File: src/rtl/ram_port_arbiter_pkg.sv
// Shared types for the RAM port arbiter: FSM state, requester-id width helper
// and the one-deep read response pipe entry.
package ram_arb_pkg;

   typedef enum logic {
      IDLE   = 1'b0,
      LOCKED = 1'b1
   } arb_state_e;

   // Wide enough for the largest supported requester count (8).
   localparam int MAX_ID_W = 3;

   function automatic int req_id_w(input int n);
      return (n <= 2) ? 1 : $clog2(n);
   endfunction

   typedef struct packed {
      logic                valid;
      logic [MAX_ID_W-1:0] id;
   } rsp_pipe_t;

endpackage

File: src/rtl/ram_port_arbiter_picker.sv
// Combinational round-robin picker: first valid requester at or above rr_ptr,
// wrapping, found by masking a doubled request vector.
module rr_priority_picker
   import ram_arb_pkg::*;
#(
   parameter int N    = 4,
   parameter int ID_W = req_id_w(N)
) (
   input  logic [N-1:0]    valid,
   input  logic [ID_W-1:0] rr_ptr,
   output logic [N-1:0]    gnt,
   output logic [ID_W-1:0] gnt_idx
);

   logic [2*N-1:0] masked;
   logic           found;

   always_comb begin
      // NOTE: every variable gets a default first so no path leaves it unassigned (no latch).
      gnt_idx = '0;
      found   = 1'b0;
      // The upper copy is fully unmasked, so requesters below rr_ptr are seen after the wrap.
      masked  = {valid, valid} & ({(2*N){1'b1}} << rr_ptr);
      for (int k = 0; k < 2*N; k++) begin
         if (!found && masked[k]) begin
            found   = 1'b1;
            gnt_idx = ID_W'(k % N);
         end
      end
      gnt = found ? (N'(1) << gnt_idx) : '0;
   end

endmodule

File: src/rtl/ram_port_arbiter.sv
// Round-robin arbiter sharing one RAM port among NUM_REQ requesters, with burst
// locking, a MAX_BURST cap and routing of the 1-cycle read data to its issuer.
module ram_port_arbiter
   import ram_arb_pkg::*;
#(
   parameter int NUM_REQ    = 4,
   parameter int DATA_WIDTH = 32,
   parameter int ADDR_WIDTH = 10,
   parameter int MAX_BURST  = 16
) (
   input  logic                          clk,
   input  logic                          rst_n,
   input  logic [NUM_REQ-1:0]            req_valid,
   output logic [NUM_REQ-1:0]            req_ready,
   input  logic [NUM_REQ-1:0]            req_we,
   input  logic [NUM_REQ-1:0]            req_last,
   input  logic [NUM_REQ*ADDR_WIDTH-1:0] req_addr,
   input  logic [NUM_REQ*DATA_WIDTH-1:0] req_wdata,
   output logic [NUM_REQ-1:0]            rsp_valid,
   output logic [DATA_WIDTH-1:0]         rsp_rdata,
   output logic                          ram_en,
   output logic                          ram_we,
   output logic [ADDR_WIDTH-1:0]         ram_addr,
   output logic [DATA_WIDTH-1:0]         ram_din,
   input  logic [DATA_WIDTH-1:0]         ram_dout,
   output logic                          busy
);

   localparam int ID_W  = req_id_w(NUM_REQ);
   localparam int CNT_W = $clog2(MAX_BURST + 1);

   arb_state_e       state_q, state_d;
   logic [ID_W-1:0]  rr_ptr_q, rr_ptr_d;
   logic [ID_W-1:0]  owner_q, owner_d;
   logic [CNT_W-1:0] beat_cnt_q, beat_cnt_d;
   rsp_pipe_t        rsp_q, rsp_d;

   logic [NUM_REQ-1:0]    pick_gnt;
   logic [ID_W-1:0]       pick_idx;
   logic [NUM_REQ-1:0]    grant;
   logic [ID_W-1:0]       sel;
   logic                  accept;
   logic                  sel_we;
   logic                  sel_last;
   logic [ADDR_WIDTH-1:0] sel_addr;
   logic [DATA_WIDTH-1:0] sel_wdata;

   function automatic logic [ID_W-1:0] wrap_inc(input logic [ID_W-1:0] x);
      return (x == ID_W'(NUM_REQ - 1)) ? '0 : x + ID_W'(1);
   endfunction

   rr_priority_picker #(
      .N    (NUM_REQ),
      .ID_W (ID_W)
   ) u_picker (
      .valid   (req_valid),
      .rr_ptr  (rr_ptr_q),
      .gnt     (pick_gnt),
      .gnt_idx (pick_idx)
   );

   always_comb begin
      if (state_q == LOCKED) begin
         sel   = owner_q;
         grant = req_valid & (NUM_REQ'(1) << owner_q);
      end else begin
         sel   = pick_idx;
         grant = pick_gnt;
      end
      // NOTE: ready is qualified by rst_n so nothing is granted while reset is held.
      req_ready = grant & {NUM_REQ{rst_n}};
      accept    = |req_ready;

      sel_we    = 1'b0;
      sel_last  = 1'b0;
      sel_addr  = '0;
      sel_wdata = '0;
      for (int i = 0; i < NUM_REQ; i++) begin
         if (ID_W'(i) == sel) begin
            sel_we    = req_we[i];
            sel_last  = req_last[i];
            sel_addr  = req_addr[i*ADDR_WIDTH +: ADDR_WIDTH];
            sel_wdata = req_wdata[i*DATA_WIDTH +: DATA_WIDTH];
         end
      end

      ram_en   = accept;
      ram_we   = accept & sel_we;
      ram_addr = accept ? sel_addr  : '0;
      ram_din  = accept ? sel_wdata : '0;
   end

   always_comb begin
      state_d    = state_q;
      rr_ptr_d   = rr_ptr_q;
      owner_d    = owner_q;
      beat_cnt_d = beat_cnt_q;
      rsp_d.valid = accept & ~sel_we;
      rsp_d.id    = MAX_ID_W'(sel);

      case (state_q)
         IDLE: begin
            if (accept) begin
               if (!sel_last && (MAX_BURST > 1)) begin
                  state_d    = LOCKED;
                  owner_d    = sel;
                  beat_cnt_d = CNT_W'(1);
               end else begin
                  rr_ptr_d = wrap_inc(sel);
               end
            end
         end
         LOCKED: begin
            // Owner dropping valid releases the lock just like a last or capped beat.
            if (!accept || sel_last || (beat_cnt_q == CNT_W'(MAX_BURST - 1))) begin
               state_d    = IDLE;
               rr_ptr_d   = wrap_inc(owner_q);
               beat_cnt_d = '0;
            end else begin
               beat_cnt_d = beat_cnt_q + CNT_W'(1);
            end
         end
         default: state_d = IDLE;
      endcase
   end

   // NOTE: sequential state uses non-blocking assignments so all flops update together.
   always_ff @(posedge clk or negedge rst_n) begin
      if (!rst_n) begin
         state_q    <= IDLE;
         rr_ptr_q   <= '0;
         owner_q    <= '0;
         beat_cnt_q <= '0;
         rsp_q      <= '0;
      end else begin
         state_q    <= state_d;
         rr_ptr_q   <= rr_ptr_d;
         owner_q    <= owner_d;
         beat_cnt_q <= beat_cnt_d;
         rsp_q      <= rsp_d;
      end
   end

   always_comb begin
      for (int i = 0; i < NUM_REQ; i++) begin
         rsp_valid[i] = rsp_q.valid && (rsp_q.id == MAX_ID_W'(i));
      end
      rsp_rdata = ram_dout;
      busy      = (state_q == LOCKED) || rsp_q.valid;
   end

endmodule
File: config.mk
export PLATFORM = sky130hd
export DESIGN_NAME = ram_port_arbiter
export DESIGN_NICKNAME = d
export VERILOG_FILES = /design/src/rtl/ram_port_arbiter_pkg.sv /design/src/rtl/ram_port_arbiter_picker.sv /design/src/rtl/ram_port_arbiter.sv
export SDC_FILE = /design/constraint.sdc
export NUM_CORES = 1
export LEC_CHECK = 0
export ABC_AREA = 1
export CORE_AREA = 2 2 118 120
export CTS_BUF_LIST = sky130_fd_sc_hd__clkbuf_16
export CTS_CLUSTER_SIZE = 16
export DETAILED_ROUTE_END_ITERATION = 10
export DIE_AREA = 0 0 120 122
export GPL_TIMING_DRIVEN = 0
export PLACE_DENSITY = 0.66
export SLEW_MARGIN = 30
export SYNTH_ARGS = -nofsm -noshare
export SYNTH_HDL_FRONTEND = slang
export SYNTH_HIERARCHICAL = 1
export SYNTH_SLANG_ARGS = --single-unit
File: constraint.sdc
create_clock -name clk -period 3.45 [get_ports clk]
set_clock_uncertainty 0.1 [all_clocks]
set_input_delay 0.345 -clock clk [delete_from_list [all_inputs] [get_ports clk]]
set_output_delay 0.345 -clock clk [all_outputs]
set_load 0.005 [all_outputs]
==> metrics.txt, run 1 <==
count leader, synth o21ai_0; PwrDens 1020 nW/um2; leak pwr 0.00273 uW; vias in the first global route 4007; CTS max path bufs 2; Seq. cell area 325 um2; placed cell area 5950 um2; CTS tree yes; WHS 408 ps; port bufs 266; Clock Power Share 3.3%; critical path class flip-flop to primary output; status complete, no violations; Yosys top cell area share 15.2%; Cell Rows 43; Pint 3130 uW; CP dominant cell by count nand2_2; sequential power share 4.1%; chip width 120 um; via/cell ratio 4.49; H-tree lvl count 1; gpl congestion 0.823; largest family of logic cells by synthesized area compound AO/OA/AOI/OAI gates; fill count 1365; sequential-to-total area share from yosys stat 10.6%; Synth Area in Adders 4.08%; Post-synth EDFFs 0; Final setup viols 0; startpoint types flip-flop; CP max stage delay 400 ps; total gr overflow 0; Hold Violations, Final 0; Synth area leaders o21ai_0 15%, a21oi_2 11%, o21ai_2 11%; Yosys warnings 6; worst min path class flip-flop to flip-flop; # nets final 992; Initial Util 22.7%; Final period util 93.9%; Inserted Diodes 0; initial antenna violation count 0; WP data arrival 2800 ps; maximum VDD drop 0.397 mV; area of the multi-input gates 2210 um2; switch share 51.5%; Post-Synth XOR/XNOR Area 0.572%; design area 6310 um2; Synth Register Bits 13; primary flip-flop cell chosen by synthesis mapping dfrtp_1; Gate power share 92.6%; syn avg cell area 6.28 um2; crit path cell chain nand2_1 > nand2_2 > nand2_2 > nor2_4 > nand3b_1 > nand2_2 > nor2_1 > inv_1 > nand2_4 > inv_4 > ha_4 > buf_12 > buf_4 > buf_6 > a21oi_1 > o21ai_0 > o21ai_0 > a21oi_2 > dlygate4sd2_1; CP endpoint kind primary output; most frequent cells after synthesis 93 x o21ai_0, 55 x nor2_1, 54 x nand2_1; Synth Net Count 712; Synth cell types 29; asr flop ratio synth 100%; fmax 309 MHz; Vias 4253; die footprint 14600 um2; Pre-antenna DRT Iters 4; DR DRC count 0; Worst path slowest cell dfrtp_1; DR iter-0 viols 144; Post-Synth Simple-Gate Area 20.0%; post-synth top area cell o21ai_0; first-pass GRT wire length 21600 um; drt total wl 14700 um; gr usage total 18.4%; post-synthesis compound-gate area fraction 46.1%; DP HPWL 12100 um; core box area 13500 um2; final worst path period need 3240 ps; Inserted Clock Buffers 3; clk root buf clkbuf_16; Largest delay share family, worst path buffers and inverters; die height 122 um; clock latency on the worst-skew pair 240 ps; MaxCap Viol Count 0; setup TNS 0 ps; Area Growth Syn to Fin 106%; largest net degree at the start of global routing 18; mapped cell area 3060 um2; post-route ant nets 0; final max-slew violation count 0; WL per Instance 15.6 um; clk slew on worst S/H paths 40 ps; maximum fanout along the worst path 10; Critical Path RT 3000 ps; Relative slew margins 49.5%; WP buf/inv 6; Mapped Cells 488; worst-margin pin slew 756 ps; io pins 299; clock sinks 13; layout cells sized above 1 25.0%; mux share of post-synthesis cell area 0%; net switching power 3330 uW; RSZ-0062 raised after global routing no
cell usage in the layout, fill, tap and decap left out, types with 2 or more instances in the layout:
cell type,instances
a21oi_1,48
a21oi_2,39
buf_2,4
buf_4,45
buf_6,3
buf_8,10
clkbuf_16,3
clkbuf_2,6
clkbuf_4,4
clkbuf_8,8
clkdlybuf4s50_1,219
dfrtp_1,13
dlygate4sd2_1,41
dlymetal6s2s_1,3
ha_1,7
ha_2,2
inv_1,22
inv_2,6
inv_4,3
nand2_1,51
nand2_2,8
nand3_1,11
nor2_1,54
nor2_2,3
nor2_4,2
nor3_1,5
o21ai_0,54
o21ai_1,40
o21ai_2,39
xor2_1,2
power by group through the flow:
stage               sequential (uW)  combinational [uW]  clock (uW)
floorplan                       253                3380           0
global placement                263                5810           0
detailed placement              266                5800           0
CTS                             264                6000         218
global route                    272                6600         228
finish                          265                5980         214
worst register-to-register path, stage by stage (launching register included):
cell and delay, ps:
dfrtp_1 410, nor2_2 130, nand2_2 70, nand2_2 90, nor2_4 40, nand3b_1 110
nand2_2 90, nor2_1 90, inv_1 80, nand2_4 90, inv_4 50, ha_4 170
buf_2 150, buf_4 140, a21oi_1 170, nand2_1 70, nand2_1 60, nand2_1 90
nor2_2 160, nand2_1 130, nand2_1 80, o21ai_1 60
stage by stage:
step / total power, uW / utilization (%) / setup slack (ps) / std cells
after CTS: 6480 / 46.3 / -3.91 / 942
final: 6460 / 46.7 / 209 / 947
after detailed placement: 6070 / 44.1 / -899 / 934
after global placement: 6070 / 44.1 / -905 / 934
after floorplan: 3630 / - / 722 / 488
after global routing: 7100 / 46.7 / 3.56 / 947
path summary, 6_finish.rpt:
kind                                            from                   endpoint  slack [ps]  depth (start not counted)
max                          rr_ptr_q[1]$_DFFE_PN0P_                ram_din[17]         210                         19
min                        beat_cnt_q[4]$_DFFE_PN0P_  beat_cnt_q[4]$_DFFE_PN0P_         410                          2
max reg2reg                  rr_ptr_q[0]$_DFFE_PN0P_     owner_q[1]$_DFFE_PN0P_         710                         21
min reg2reg                beat_cnt_q[4]$_DFFE_PN0P_  beat_cnt_q[4]$_DFFE_PN0P_         410                          2
max in group asynchronous                      rst_n          state_q$_DFF_PN0_        2320                          1
min in group asynchronous                      rst_n  beat_cnt_q[1]$_DFFE_PN0P_         450                          1
kinds of logic after synthesis:
kind of cell | count (synthesis)
AOI/OAI and AO/OA | 223
and+or+nand+nor | 139
buffers and inverters | 101
DFF | 13
adders and majority gates | 10
xor gates and xnor gates | 2
routing by layer:
metal | GRT usage [%] | up-vias | share of wire [%]
li1 | - | 2199 | -
met1 | 23.1 | 1847 | 41
met2 | 33.8 | 196 | 50
met3 | 3.32 | 11 | 8.0
met4 | 2.28 | 0 | 0.81
met5 | 0 | - | 0
repair_timing:
action / in CTS / in global routing
hold endpoints to repair: 0 / 0
gates cloned: 1 / 0
hold buffers: 0 / 0
buffers inserted: 3 / 5
endpoints found under the setup margin: 43 / 33
gates resized for setup: 154 / 27
pin swaps: 4 / 3
registers in the layout, summed over array words and instances, names as in the netlist:
name,cells
beat_cnt_q,5
owner_q,2
rr_ptr_q,2
rsp_q,3
state_q,1
layout make-up:
class / count / share of cell area, %
clock buffer: 3 / 1.19
inverter: 31 / 2.16
timing repair buffer: 275 / 42.4
buffer: 70 / 10.4
clock inverter: 1 / 0.0595
multi-input combinational: 374 / 35.1
tap: 180 / 3.57
sequential: 13 / 5.16
Power figures use the tool's default switching activity.
==> run 2: changes to the inputs <==
--- a/config.mk
+++ b/config.mk
@@ -6,13 +6,13 @@
 export NUM_CORES = 1
 export LEC_CHECK = 0
 export ABC_AREA = 1
-export CORE_AREA = 2 2 118 120
+export CORE_AREA = 2 2 117 119
 export CTS_BUF_LIST = sky130_fd_sc_hd__clkbuf_16
 export CTS_CLUSTER_SIZE = 16
 export DETAILED_ROUTE_END_ITERATION = 10
-export DIE_AREA = 0 0 120 122
+export DIE_AREA = 0 0 119 121
 export GPL_TIMING_DRIVEN = 0
-export PLACE_DENSITY = 0.66
+export PLACE_DENSITY = 0.67
 export SLEW_MARGIN = 30
 export SYNTH_ARGS = -nofsm -noshare
 export SYNTH_HDL_FRONTEND = slang
==> run 2 against run 1 <==
Setup slack gained 8.7 ps. Clock power is essentially flat. Clock-buffer cell count is the same. Non-clock buffer count grew 1. Final cell count shrank 0.32%. Critical path depth grew 1. Sequential share of layout area is essentially flat. Global-route usage grew 0.89 points. Sequential cell count is the same. Largest cell class unchanged.
==> metrics.txt, run 2 (synthesis results as in run 1) <==
max FFs per register 5; placed cell area 5950 um2; WP data arrival 2790 ps; Vias 4353; CTS tree yes; clk root buf clkbuf_16; clock sinks 13; Inserted Diodes 0; final worst path period need 3230 ps; CP max stage delay 400 ps; CP endpoint kind primary output; fin worst setup slack 218 ps; crit path cell chain nor2_2 > nand2_2 > nand2_2 > nor2_4 > nand3b_1 > nand2_2 > nor2_1 > inv_1 > nand2_2 > inv_2 > ha_4 > buf_8 > inv_8 > buf_8 > buf_4 > nor2_1 > o21ai_0 > o21ai_1 > a21oi_2 > dlygate4sd2_1; first-pass GRT wire length 22300 um; largest net degree at the start of global routing 18; Register-to-Register Path Depth 21; gpl congestion 0.877; Relative slew margins 47.4%; io pins 299; Largest Register beat_cnt_q; worst min path class flip-flop to flip-flop; PwrDens 1030 nW/um2; status complete, no violations; total gr overflow 0; initial antenna violation count 0; critical path class flip-flop to primary output; die footprint 14400 um2; vias in the first global route 4165; gr usage total 19.3%; Final setup viols 0; clock latency on the worst-skew pair 240 ps; H-tree lvl count 1; via/cell ratio 4.61; core box area 13100 um2; worst-margin pin slew 787 ps; WL per Instance 15.7 um; Initial Util 23.4%; Worst Hold Depth 2; post-route ant nets 0; CP dominant cell by count nand2_2; die height 121 um; leak pwr 0.00278 uW; final max-slew violation count 0; fmax 309 MHz; Overall Power 6480 uW; CTS max path bufs 2; Critical Path RT 3000 ps; Worst path slowest cell dfrtp_1; drt total wl 14900 um; port bufs 266; layout cells sized above 1 25.0%; design area 6300 um2; clk slew on worst S/H paths 40 ps; DR iter-0 viols 189; DR DRC count 0; pre-CTS setup slack -896 ps; chip width 119 um; Final period util 93.7%; maximum VDD drop 0.400 mV; # nets final 993; startpoint types flip-flop; CP Depth 20; WP buf/inv 7; commonest non-fill, non-tap cell in the layout clkdlybuf4s50_1; DP HPWL 12000 um; Area Growth Syn to Fin 106%; commonest non-fill, non-tap cells in the layout 220 x clkdlybuf4s50_1, 54 x nor2_1, 51 x nand2_1; leading registers by flop count beat_cnt_q x5, rsp_q x3; MaxCap Viol Count 0; Largest delay share family, worst path buffers and inverters; Inserted Clock Buffers 3; Hold Violations, Final 0; Pre-antenna DRT Iters 4; Cell Rows 42; maximum fanout along the worst path 7
-- run 2: layout make-up --
| cell class | instances | area (um2) |
|---|---|---|
| Sequential cell | 13 | 325 |
| Clock inverter | 1 | 3.75 |
| Fill cell | 1337 | 6780 |
| Multi-Input combinational cell | 374 | 2210 |
| Clock buffer | 3 | 75.1 |
| Tap cell | 176 | 220 |
| Buffer | 70 | 627 |
| Timing Repair Buffer | 276 | 2720 |
| Inverter | 31 | 126 |
-- run 2: final timing paths --
kind | start | endpoint | slack (ps)
max | rr_ptr_q[0]$_DFFE_PN0P_ | ram_din[22] | 220
min | beat_cnt_q[4]$_DFFE_PN0P_ | beat_cnt_q[4]$_DFFE_PN0P_ | 390
max reg2reg | rr_ptr_q[0]$_DFFE_PN0P_ | beat_cnt_q[1]$_DFFE_PN0P_ | 780
min reg2reg | beat_cnt_q[4]$_DFFE_PN0P_ | beat_cnt_q[4]$_DFFE_PN0P_ | 390
max in group asynchronous | rst_n | owner_q[1]$_DFFE_PN0P_ | 2290
min in group asynchronous | rst_n | rr_ptr_q[1]$_DFFE_PN0P_ | 470
-- run 2: layer usage --
metal | wire (um) | track usage (%) | vias to the layer above | share of wire (%)
met1 | 6180 | 24.1 | 1951 | 42
met2 | 7580 | 35.7 | 200 | 51
met3 | 972 | 3.20 | 11 | 6.5
li1 | - | - | 2191 | -
met5 | 0 | 0 | - | 0
met4 | 136 | 2.46 | 0 | 0.91
-- run 2: through the flow --
step | std cells | setup TNS, ps | hold WS, ps | utilization (%)
floorplan | 488 | 0 | -50.6 | -
global placement | 930 | -37190 | 367 | 45.4
detailed placement | 930 | -36500 | 374 | 45.4
CTS | 940 | -38.6 | 390 | 47.4
global route | 944 | -23.1 | 392 | 48.2
finish | 944 | 0 | 389 | 48.2
-- run 2: worst reg2reg max path: stages (launching register included) --
cell and delay (ps):
dfrtp_1 400, nor2_2 120, nand2_2 80, nand2_2 90, nor2_4 40, nand3b_1 100
nand2_2 80, nor2_1 90, inv_1 60, nand2_2 100, inv_2 70, ha_4 170
buf_8 140, inv_8 90, nand3_1 130, nand2_1 100, nand2_1 50, nand2_1 110
nor2_2 80, nor2_1 240, nand2_1 90, nand2_1 80
-- run 2: what timing repair did --
item,in CTS,in global routing
buffers inserted,5,4
pin swaps,1,1
gates resized for setup,133,45
hold buffers,0,0
setup endpoints to repair,43,43
endpoints found under the hold margin,0,0
cloned,1,0
-- run 2: power breakdown --
part / switching (uW) / internal (uW)
clock: 61.9 / 153
sequential: 49.7 / 217
combinational: 3220 / 2780
